===== config.mk =====
export PLATFORM = sky130hd
export DESIGN_NAME = ifu_fetch_flat
export DESIGN_NICKNAME = d
export VERILOG_FILES = /design/src/rtl/ifu_fetch_if.sv /design/src/rtl/ifu_fetch.sv /design/src/flat_wrapper.sv
export SDC_FILE = /design/constraint.sdc
export NUM_CORES = 1
export LEC_CHECK = 0
export CAP_MARGIN = 20
export CORE_MARGIN = 8
export CORE_UTILIZATION = 61
export DETAILED_ROUTE_END_ITERATION = 8
export HOLD_SLACK_MARGIN = 0.03
export PLACE_DENSITY = 0.95
export SKIP_LAST_GASP = 1
export SLEW_MARGIN = 20
export SYNTH_ARGS = -nofsm -noshare
export SYNTH_HDL_FRONTEND = slang
export SYNTH_SLANG_ARGS = --single-unit

===== constraint.sdc =====
create_clock -name clk -period 4.4 [get_ports clk]
set_input_delay 0.88 -clock clk [delete_from_list [all_inputs] [get_ports clk]]
set_output_delay 0.88 -clock clk [all_outputs]
set_load 0.05 [all_outputs]

===== src/rtl/ifu_fetch_if.sv =====
// Fetch-unit bus bundle: instruction-memory request/return, redirect input and decode handshake.
// The misalignment report signals exist only when IFU_MISALIGN_CHK_EN is defined.
interface ifu_fetch_if;
  logic [31:0] o_imem_addr;
  logic [31:0] i_imem_data;
  logic        i_redirect_valid;
  logic [31:0] i_redirect_pc;
  logic        o_inst_valid;
  logic        i_inst_ready;
  logic [31:0] o_inst;
  logic [31:0] o_inst_pc;
`ifdef IFU_MISALIGN_CHK_EN
  logic        o_misalign;
  logic [31:0] o_misalign_pc;

  modport master (
    output o_imem_addr, o_inst_valid, o_inst, o_inst_pc, o_misalign, o_misalign_pc,
    input  i_imem_data, i_redirect_valid, i_redirect_pc, i_inst_ready
  );
  modport slave (
    input  o_imem_addr, o_inst_valid, o_inst, o_inst_pc, o_misalign, o_misalign_pc,
    output i_imem_data, i_redirect_valid, i_redirect_pc, i_inst_ready
  );
`else
  modport master (
    output o_imem_addr, o_inst_valid, o_inst, o_inst_pc,
    input  i_imem_data, i_redirect_valid, i_redirect_pc, i_inst_ready
  );
  modport slave (
    input  o_imem_addr, o_inst_valid, o_inst, o_inst_pc,
    output i_imem_data, i_redirect_valid, i_redirect_pc, i_inst_ready
  );
`endif
endinterface


===== src/rtl/ifu_fetch.sv =====
// Instruction-fetch initiator: issues word fetches, buffers returns with their PCs, flushes on redirect.
// Optional IFU_MISALIGN_CHK_EN: flags misaligned redirect targets and blocks fetching while flagged.
module ifu_fetch #(
  parameter int          DEPTH    = 4,
  parameter logic [31:0] RESET_PC = 32'h0000_0000
) (
  input logic         clk,
  input logic         rst_n,
  ifu_fetch_if.master bus
);
  localparam int PW = (DEPTH > 2) ? $clog2(DEPTH) : 1;
  localparam int CW = $clog2(DEPTH + 1);

  logic [31:0]   fpc_r;
  logic          inflight_r;
  logic [31:0]   inflight_pc_r;
  logic [31:0]   inst_mem_r [DEPTH];
  logic [31:0]   pc_mem_r   [DEPTH];
  logic [PW-1:0] rd_ptr_r;
  logic [PW-1:0] wr_ptr_r;
  logic [CW-1:0] count_r;

  logic [31:0]   addr_s;
  logic [CW:0]   occ_s;
  logic          redirect_ok_s;
  logic          blocked_s;
  logic          issue_s;
  logic          push_s;
  logic          valid_s;
  logic          pop_s;
  logic [31:0]   head_inst_s;
  logic [31:0]   head_pc_s;

  function automatic logic [PW-1:0] next_ptr(input logic [PW-1:0] p);
    if (p == PW'(DEPTH - 1)) begin
      return {PW{1'b0}};
    end else begin
      return p + PW'(1);
    end
  endfunction

`ifdef IFU_MISALIGN_CHK_EN
  logic        misalign_r;
  logic [31:0] misalign_pc_r;

  // Misaligned redirect targets are not fetched; the flag holds fetch off until an aligned redirect
  always_comb begin
    redirect_ok_s = (bus.i_redirect_pc[1:0] == 2'b00);
    blocked_s     = misalign_r;
  end

  // Sticky misalignment report, updated only by redirects
  always_ff @(posedge clk or negedge rst_n) begin
    if (!rst_n) begin
      misalign_r    <= 1'b0;
      misalign_pc_r <= 32'h0000_0000;
    end else if (bus.i_redirect_valid) begin
      misalign_r <= ~redirect_ok_s;
      if (!redirect_ok_s) begin
        misalign_pc_r <= bus.i_redirect_pc;
      end
    end
  end

  assign bus.o_misalign    = misalign_r;
  assign bus.o_misalign_pc = misalign_pc_r;
`else
  // Without the checker every redirect target is fetched as-is
  always_comb begin
    redirect_ok_s = 1'b1;
    blocked_s     = 1'b0;
  end
`endif

  // Address select, issue credit, FIFO push/pop and head read
  always_comb begin
    addr_s      = fpc_r;
    occ_s       = (CW + 1)'(count_r) + (CW + 1)'(inflight_r);
    issue_s     = 1'b0;
    head_inst_s = 32'h0000_0000;
    head_pc_s   = 32'h0000_0000;
    if (bus.i_redirect_valid) begin
      addr_s  = bus.i_redirect_pc;
      issue_s = redirect_ok_s;
    end else begin
      addr_s  = fpc_r;
      // A same-cycle pop is deliberately not credited
      issue_s = (occ_s < (CW + 1)'(DEPTH)) & ~blocked_s;
    end
    push_s  = inflight_r & ~bus.i_redirect_valid;
    valid_s = (count_r != {CW{1'b0}}) & ~bus.i_redirect_valid;
    pop_s   = valid_s & bus.i_inst_ready;
    if (count_r != {CW{1'b0}}) begin
      head_inst_s = inst_mem_r[rd_ptr_r];
      head_pc_s   = pc_mem_r[rd_ptr_r];
    end else begin
      head_inst_s = 32'h0000_0000;
      head_pc_s   = 32'h0000_0000;
    end
  end

  // Fetch PC and single outstanding request tracking
  always_ff @(posedge clk or negedge rst_n) begin
    if (!rst_n) begin
      fpc_r         <= RESET_PC;
      inflight_r    <= 1'b0;
      inflight_pc_r <= 32'h0000_0000;
    end else if (issue_s) begin
      fpc_r         <= addr_s + 32'd4;
      inflight_r    <= 1'b1;
      inflight_pc_r <= addr_s;
    end else begin
      // addr_s is fpc_r unless a non-fetching redirect parks the PC at its target
      fpc_r      <= addr_s;
      inflight_r <= 1'b0;
    end
  end

  // FIFO pointers and occupancy; a redirect drops everything buffered and returning
  always_ff @(posedge clk or negedge rst_n) begin
    if (!rst_n) begin
      rd_ptr_r <= {PW{1'b0}};
      wr_ptr_r <= {PW{1'b0}};
      count_r  <= {CW{1'b0}};
    end else if (bus.i_redirect_valid) begin
      rd_ptr_r <= {PW{1'b0}};
      wr_ptr_r <= {PW{1'b0}};
      count_r  <= {CW{1'b0}};
    end else begin
      if (push_s) begin
        wr_ptr_r <= next_ptr(wr_ptr_r);
      end
      if (pop_s) begin
        rd_ptr_r <= next_ptr(rd_ptr_r);
      end
      case ({push_s, pop_s})
        2'b10:   count_r <= count_r + CW'(1);
        2'b01:   count_r <= count_r - CW'(1);
        default: count_r <= count_r;
      endcase
    end
  end

  // FIFO storage: returned instruction paired with the PC it was fetched from
  always_ff @(posedge clk or negedge rst_n) begin
    if (!rst_n) begin
      for (int i = 0; i < DEPTH; i++) begin
        inst_mem_r[i] <= 32'h0000_0000;
        pc_mem_r[i]   <= 32'h0000_0000;
      end
    end else if (push_s) begin
      inst_mem_r[wr_ptr_r] <= bus.i_imem_data;
      pc_mem_r[wr_ptr_r]   <= inflight_pc_r;
    end
  end

  assign bus.o_imem_addr  = addr_s;
  assign bus.o_inst_valid = valid_s;
  assign bus.o_inst       = head_inst_s;
  assign bus.o_inst_pc    = head_pc_s;

endmodule


===== src/flat_wrapper.sv =====
// flat-port wrapper written by rule: the top's interface ports become plain ports
module ifu_fetch_flat 
#(
  parameter int          DEPTH    = 4,
  parameter logic [31:0] RESET_PC = 32'h0000_0000
)
  (clk, rst_n, bus_o_imem_addr, bus_o_inst_valid, bus_o_inst, bus_o_inst_pc, bus_i_imem_data, bus_i_redirect_valid, bus_i_redirect_pc, bus_i_inst_ready);
  ifu_fetch_if bus_i ();
  input logic clk;
  input logic rst_n;
  output wire logic [$bits(bus_i.o_imem_addr)-1:0] bus_o_imem_addr;
  output wire logic [$bits(bus_i.o_inst_valid)-1:0] bus_o_inst_valid;
  output wire logic [$bits(bus_i.o_inst)-1:0] bus_o_inst;
  output wire logic [$bits(bus_i.o_inst_pc)-1:0] bus_o_inst_pc;
  input wire logic [$bits(bus_i.i_imem_data)-1:0] bus_i_imem_data;
  input wire logic [$bits(bus_i.i_redirect_valid)-1:0] bus_i_redirect_valid;
  input wire logic [$bits(bus_i.i_redirect_pc)-1:0] bus_i_redirect_pc;
  input wire logic [$bits(bus_i.i_inst_ready)-1:0] bus_i_inst_ready;
  assign bus_o_imem_addr = bus_i.o_imem_addr;
  assign bus_o_inst_valid = bus_i.o_inst_valid;
  assign bus_o_inst = bus_i.o_inst;
  assign bus_o_inst_pc = bus_i.o_inst_pc;
  assign bus_i.i_imem_data = bus_i_imem_data;
  assign bus_i.i_redirect_valid = bus_i_redirect_valid;
  assign bus_i.i_redirect_pc = bus_i_redirect_pc;
  assign bus_i.i_inst_ready = bus_i_inst_ready;
  ifu_fetch #(.DEPTH(DEPTH), .RESET_PC(RESET_PC)) u_core (.clk(clk), .rst_n(rst_n), .bus(bus_i));
endmodule

# [After elaboration in Yosys (flattened, before gate mapping)]
# Cells that the tools add are included.
# Widths: inputs -> output; s select.
[op_classes] n_addsub=6 n_lt_le_gt_ge=4 eq_ne=4 n_mux=24 bitwise_logic=6 reduce_logical=5
[ops] operator="$mux 32" count=9
[ops] operator="$bwmux 128" count=2
[ops] operator="$bmux 32 s2" count=2
[ops] operator="$demux 32 s2" count=1
[ops] operator="$add 32x3->32 const B" count=1
[ops] operator="$mux 2" count=6
[ops] operator="$eq 2x2->1 const B" count=3
[ops] operator="$ge 3x3->1 const B" count=2
[ops] operator="$not 2->3" count=2
[ops] operator="$pmux 3 s2" count=1
[ops] operator="$reduce_bool 3->1" count=2
[ops] operator="$add 2x1->2 const B" count=2
[ops] operator="$add 3x1->4" count=1
[ops] operator="$lt 4x3->1 const B" count=1
[ops] operator="$reduce_bool 2->1" count=2
[ops] operator="$add 3x1->3 const B" count=1
[ops] operator="$and 1x1->1" count=3
[ops] operator="$lt 3x1->1 const B" count=1
[ops] operator="$mux 3" count=1
[ops] operator="$sub 3x1->3 const B" count=1
[ops] operator="$eq 2x1->1 const B" count=1
[ops] operator="$mux 1" count=2
[ops] operator="$logic_and 1x1->1" count=1
[ops] operator="$not 1->1" count=1
[word_totals] reg_bits=328 inputBits=68 out_inout_bits=97 wordCells=63

# [Logic depth before layout (Yosys ltp)]
# Gate-level depths: netlist (run 1).
[logic_depth] ltp_word=6 ltp_mapped=12 ltp_nobuf=8

# [Least setup slack after synthesis (run 1)]
# OpenSTA, ideal clock, no wires.
[synth_timing] kind="in2out" from="input bus_i_redirect_valid" to="output bus_o_imem_addr[29]" t_arrival_ps=2717 setup_slack_ps=803 stages=5 path_buffers=4 cell_sequence="buf_6 buf_6 buf_4 buf_2 o21ai_0"
[synth_between] elab_chain_len=1
[synth_rtl] element="from (decl)" line_no="flat_wrapper.sv:16" rtl="input wire logic [$bits(bus_i.i_redirect_valid)-1:0] bus_i_redirect_valid;"
[synth_rtl] element="$mux 32" line_no="ifu_fetch.sv:82" rtl="if (bus.i_redirect_valid) begin"
[synth_rtl] element="to (decl)" line_no="flat_wrapper.sv:11" rtl="output wire logic [$bits(bus_i.o_imem_addr)-1:0] bus_o_imem_addr;"
# No other way between the ends.

# [Worst setup path in the final report (run 1)]
# Ends and elaborated chain as after synthesis.

==> results.txt, run 1 <==
Hold Path Class -> input pin to async pin
TritonCTS clock tree -> done
internal power -> 8990 uW
remaining global-route overflow -> 0
Layout fillers -> 1364
setup slack, reg-to-reg -> 1.92 ns
die span in y -> 174 um
Critical Path Slowest Stage Cell -> clkdlybuf4s50_1
P per Cell Area -> 780 nW/um^2
first-pass GRT wire length -> 58000 um
initial antenna violation count -> 1
Critical Path AT -> 3.16 ns
pre-CTS setup slack -> 0.445 ns
Final WS setup -> 0.364 ns
Psw -> 5290 uW
fin cells -> 1536
clock network power share -> 0.202
placed insts -> 1476
Worst VDD drop -> 0.462 mV
Final Critical Period -> 4.04 ns
Vias/cell -> 6.17
startpoint types -> input pin
ys async rst share -> 1.00
DRC -> 0
area delta synth->final -> 20.9%
status -> complete, no violations
PostCTS Resize Cnt -> 0
Initial Util -> 0.622
Max Fclk -> 0.248 GHz
CTS Buf Count -> 35
Comb power frac -> 0.436
Final setup viols -> 0
Critical Path, Cell by Cell -> buf_2 -> buf_4 -> nand2_1 -> o21ai_0 -> clkdlybuf4s50_1
# nets final -> 1263
# rows -> 57
ratio of cells with drive above 1 in the final layout -> 0.356
Max Slew Vio Count -> 0
switching part of the total power -> 0.370
initial DRC count -> 665
Routed Antenna Nets -> 0
critical path data required time -> 3.52 ns
CP peak stage delay -> 0.91 ns
number of buffers added on ports -> 164
largest net degree at the start of global routing -> 108
DR vias -> 9475
core area -> 24300 um^2
detailed placement HPWL -> 23000 um
clk slew on worst S/H paths -> 0.05 ns
post-CTS setup buffer count -> 0
Distinct cells, synth -> 52
unrepaired setup endpoints after global routing -> no
syn_nets -> 1099
Sink Count -> 328
synthesized area per cell -> 14.8 um^2
I/O Pins -> 165
Static Leak -> 0.00771 uW
Seq/Total Area, Yosys -> 0.542
CTS root buffer -> clkbuf_16
final core utilization -> 0.752
Worst Tran Pin Value -> 0.862 ns
total power -> 14300 uW
n_diodes -> 0
Worst R2R Start -> u_core.inflight_r
DR WL/cell -> 23.4 um
headroom to the max-slew limit -> 0.426
Worst Setup End Kind -> primary output
die area -> 30100 um^2
crit path max fanout -> 36
Die Wd -> 174 um
DRT Wirelength -> 35900 um
most frequent cells in the layout -> dfrtp_1 (326), mux2_2 (267), clkdlybuf4s50_1 (162)
Flop pwr share -> 0.362
Syn Inst Count -> 1025
max cap viols -> 0
post-route setup TNS -> 0 ns
Clock Path Buffers -> 3
Synth Cell Area -> 15100 um^2
Clk Latency, worst-skew pair -> 0.52 ns
final hold vios -> 0
Detailed Routing Iterations Pass 1 -> 5
Yosys warning total -> 0
most common cell after layout, fill and taps aside -> dfrtp_1
gr usage total -> 0.239
Placer Congestion -> 0.878
Yosys reg bits -> 328
crit share post-route -> 0.917
kind of critical path -> input pin to primary output
skew final -> 0.0305 ns
number of global-route vias before repair -> 10543
R2R depth -> 5
H-tree depth -> 2
number of flops mapped to enable cells by yosys -> 0
Synth Flop Type -> dfrtp_1
FF-to-FF End -> u_core.fpc_r[31]
Post-CTS Hold Buffers -> 0
## through the flow
stage	area [um^2]	hold slack (ns)
after CTS	18300	0.443
after floorplan	15100	0.459
final	18300	0.391
after detailed placement	17200	0.478
after global placement	17200	0.469
after global routing	18300	0.446
## flip-flops by register name, indices dropped and copies added, names as in the netlist
register and flops:
u_core.count_r 3, u_core.fpc_r 32, u_core.inflight_pc_r 32, u_core.inflight_r 1
u_core.inst_mem_r 128, u_core.pc_mem_r 128, u_core.rd_ptr_r 2, u_core.wr_ptr_r 2
## worst max-delay path: cells and delay by family
family                 cells  cell delay [ns]
AND/OR/NAND/NOR            1             0.15
AO/OA/AOI/OAI              1             0.18
buffers and inverters      3             1.93
## how the worst max path moves through the flow
stage,start,to,slack [ns],depth (start not counted)
2_1_floorplan,bus_i_redirect_valid,bus_o_imem_addr[29],0.80,5
3_3_place_gp,bus_i_redirect_valid,bus_o_imem_addr[18],0.52,5
3_5_place_dp,bus_i_redirect_valid,bus_o_imem_addr[29],0.44,5
4_1_cts,bus_i_redirect_valid,bus_o_imem_addr[29],0.41,5
5_1_grt,bus_i_redirect_valid,bus_o_imem_addr[29],0.30,5
6_report,bus_i_redirect_valid,bus_o_imem_addr[29],0.36,5
## cell type report
cell class	count	area, um^2	share of cell area
Inverter	17	63.8	0.00349
Multi-Input combinational cell	619	6590	0.360
Sequential cell	328	8210	0.449
Timing Repair Buffer	188	1900	0.104
Clock inverter	9	116	0.00636
Tap cell	324	405	0.0222
Clock buffer	51	1010	0.0551
## cells in the mapped netlist (3+ instances only)
master / number / area [um^2]
o21ai_0: 10 / 50.1
dfrtp_1: 328 / 8210
buf_1: 3 / 11.3
mux2_1: 22 / 248
mux2i_1: 13 / 130
ha_1: 5 / 62.6
nand2b_1: 4 / 25.0
a31oi_1: 3 / 18.8
nor4b_4: 3 / 71.3
nand2_1: 31 / 116
nand3_1: 15 / 75.1
xnor2_1: 29 / 254
buf_2: 37 / 185
mux4_2: 64 / 1440
clkbuf_1: 17 / 63.8
nor2b_1: 4 / 25.0
and3_1: 3 / 18.8
nor3_1: 5 / 25.0
inv_1: 17 / 63.8
mux2_2: 267 / 3010
and2_1: 64 / 400
a21oi_1: 17 / 85.1
xor2_1: 4 / 35.0
nor2_1: 25 / 93.8
## kinds of logic after synthesis
logic type / share of synthesized area
XOR/XNOR: 0.0191
flip-flops: 0.542
multiplexers: 0.320
AO/OA/AOI/OAI: 0.0200
adder cells (fa/ha/maj): 0.00546
buffers and inverters: 0.0239
AND/OR/NAND/NOR: 0.0692
## power by group through the flow
stage	combinational [uW]	sequential [uW]	clock (uW)
3_3_place_gp	6050	5020	0
2_1_floorplan	4550	4830	0
5_1_grt	6560	5300	3050
6_report	6220	5170	2890
3_5_place_dp	6230	5150	0
4_1_cts	6290	5140	2930
## layer usage
layer	routed length, um	vias up	share of wire	GRT usage
li1	-	4033	-	-
met1	14700	5034	0.41	0.303
met2	18100	337	0.50	0.401
met3	2280	69	0.063	0.0584
met4	804	2	0.022	0.0701
met5	12	-	0.00033	0
Power figures use the tool's default switching activity.
==> run 2: changes to the inputs <==
--- a/config.mk
+++ b/config.mk
@@ -7,10 +7,10 @@
 export LEC_CHECK = 0
 export CAP_MARGIN = 20
 export CORE_MARGIN = 8
-export CORE_UTILIZATION = 61
+export CORE_UTILIZATION = 57
 export DETAILED_ROUTE_END_ITERATION = 8
 export HOLD_SLACK_MARGIN = 0.03
-export PLACE_DENSITY = 0.95
+export PLACE_DENSITY = 0.92
 export SKIP_LAST_GASP = 1
 export SLEW_MARGIN = 20
 export SYNTH_ARGS = -nofsm -noshare
==> constraint.sdc (replaced) <==
create_clock -name clk -period 3.8 [get_ports clk]
set_input_delay 0.76 -clock clk [delete_from_list [all_inputs] [get_ports clk]]
set_output_delay 0.76 -clock clk [all_outputs]
set_load 0.05 [all_outputs]
==> run 2 against run 1 <==
  * Global-route usage decreased by 1.1 points
  * Core utilization decreased by 4.6 points
  * Setup slack got worse by 0.26 ns
  * Via count decreased by 1.9%
  * Die area increased by 6.4%
  * Critical path depth decreased by 1
  * Sequential share of layout area decreased by 0.26 points
  * Count of clock-buffer cells in the layout decreased by 4
  * Critical endpoint is now bus_o_inst[22]
  * Largest power group unchanged
  * Highest routed layer is now met4
==> results.txt, run 2 (synthesis gave the netlist of run 1 again) <==
status -> complete, no violations
DRC -> 0 (unchanged)
post-route setup TNS -> 0 ns (unchanged)
Clk Latency, worst-skew pair -> 0.50 ns (-0.02 ns)
number of global-route vias before repair -> 10485 (-0.55%)
Detailed Routing Iterations Pass 1 -> 5 (unchanged)
# nets final -> 1268 (+0.40%)
Hold Path Class -> input pin to async pin
Clock Path Buffers -> 3 (unchanged)
CTS root buffer -> clkbuf_16
DRT Wirelength -> 35500 um (-1.1%)
number of buffers added on ports -> 164 (unchanged)
unrepaired setup endpoints after global routing -> no
core area -> 26100 um^2 (+7.2%)
Final setup viols -> 0 (unchanged)
# rows -> 59 (+3.5%)
headroom to the max-slew limit -> 0.329 (-0.0967)
GR Util met2 -> 0.391 (-0.0104)
crit share post-route -> 0.974
Worst Tran Pin Value -> 1.01 ns (+0.145 ns)
area delta synth->final -> 21.6%
P per Cell Area -> 902 nW/um^2 (+16%)
H-tree depth -> 2 (unchanged)
clk slew on worst S/H paths -> 0.06 ns (about the same)
critical path data required time -> 3.04 ns (-0.48 ns)
I/O Pins -> 165 (unchanged)
DR WL/cell -> 22.8 um (-2.4%)
M1 GR Usage -> 0.282 (-0.0209)
Static Leak -> 0.00778 uW (+0.94%)
biggest regs -> u_core.inst_mem_r (128), u_core.pc_mem_r (128)
Critical Path, Cell by Cell -> or3_2 -> buf_12 -> and2_1 -> clkdlybuf4s50_1
Vias/cell -> 5.98 (-3.1%)
DR vias -> 9296 (-1.9%)
Max Slew Vio Count -> 0 (unchanged)
Routed Antenna Nets -> 0 (unchanged)
GRT busiest layer -> met2
Final Critical Period -> 3.70 ns
kind of critical path -> register to primary output
Worst Setup End Kind -> primary output
ratio of cells with drive above 1 in the final layout -> 0.368 (+0.0122)
initial DRC count -> 596 (-10%)
largest net degree at the start of global routing -> 94 (-13%)
CTS Buf Count -> 35 (unchanged)
Critical Path AT -> 2.94 ns (-0.22 ns)
detailed placement HPWL -> 22600 um (-1.9%)
die span in y -> 179 um (+3.1%)
met3 usage -> 0.0487 (-0.00972)
TritonCTS clock tree -> done
Die Wd -> 179 um (+3.1%)
startpoint types -> register
Post-CTS Hold Buffers -> 0 (unchanged)
initial antenna violation count -> 2 (+1)
skew final -> 0.0111 ns (-0.0195 ns)
max cap viols -> 0 (unchanged)
Critical Path Slowest Stage Cell -> or3_2
Sink Count -> 328 (unchanged)
most common cell after layout, fill and taps aside -> dfrtp_1
final hold vios -> 0 (unchanged)
final core utilization -> 0.706 (-0.0459)
gr usage total -> 0.227 (-0.0113)
PostCTS Resize Cnt -> 0 (unchanged)
most frequent cells in the layout -> dfrtp_1 (326), mux2_2 (267), clkdlybuf4s50_1 (158)
Max Fclk -> 0.270 GHz
Worst VDD drop -> 0.696 mV (+51%)
Initial Util -> 0.581 (-0.0415)
remaining global-route overflow -> 0 (unchanged)
crit path max fanout -> 40 (+11%)
die area -> 32000 um^2 (+6.4%)
Placer Congestion -> 0.875 (-0.30%)
CP peak stage delay -> 0.80 ns (-0.11 ns)
first-pass GRT wire length -> 57200 um (-1.4%)
[run 2: cell types whose count changed in the layout (fill, tap and decap cells not counted), sizes merged]
cell,before,now
inv,18,19
buf,26,35
clkbuf,51,47
diode,0,2
clkdlybuf4s50,162,158
clkinv,5,9
[run 2: path summary, 6_finish.rpt]
path,from,cells after the start,endpoint,slack (ns)
setup / recovery,u_core.count_r[1],4,bus_o_inst[22],0.10
hold / removal,rst_n,1,u_core.fpc_r[14],0.22
setup reg to reg,u_core.inflight_r,5,u_core.fpc_r[31],1.50
hold reg to reg,u_core.inst_mem_r[52],1,u_core.inst_mem_r[52],0.48
max in group asynchronous,rst_n,2,u_core.fpc_r[30],2.64
min in group clk,u_core.inst_mem_r[52],1,u_core.inst_mem_r[52],0.48
[run 2: per-layer routing]
| layer | vias up | share of wire |
|---|---|---|
| met5 | - | 0 |
| met4 | 0 | 0.020 |
| met3 | 58 | 0.062 |
| met2 | 277 | 0.51 |
| met1 | 4911 | 0.41 |
| li1 | 4050 | - |
[run 2: critical path, delay by kind of cell (launching register included)]
kind	cells	cell delay (ns)
simple gates	2	0.97
buf+inv	2	1.01
flops	1	0.43
[run 2: through the flow]
step           total power [uW]  setup slack [ns]  cell area, um^2  hold WS [ns]  cells
3_3_place_gp              12900             0.374            17200         0.469   1491
3_5_place_dp              13200             0.349            17200         0.477   1491
2_1_floorplan             10900             0.443            15100         0.459   1025
6_report                  16600             0.100            18400         0.216   1555
5_1_grt                   17400            0.0165            18400         0.254   1555
4_1_cts                   16700            0.0288            18400         0.231   1552
[run 2: area by class of cell]
| class | instances | area (um^2) |
|---|---|---|
| fill | 1648 | 7650 |
| clock inverter | 14 | 130 |
| multi-input combinational | 619 | 6590 |
| antenna | 2 | 5.00 |
| timing repair buffer | 193 | 1970 |
| clock buffer | 47 | 1010 |
| sequential | 328 | 8220 |
| inverter | 17 | 63.8 |
| tap | 335 | 419 |
[run 2: what timing repair did]
action | 4_1_cts | 5_1_grt
setup buffers | 0 | 1
hold endpoints to repair | 0 | 0
setup endpoints to repair | 0 | 9
[run 2: power breakdown]
part | internal, uW | switching, uW | total [uW]
clock network | 2000 | 1360 | 3370
logic | 3440 | 3800 | 7240
registers | 5040 | 953 | 5990
total | 10500 | 6110 | 16600
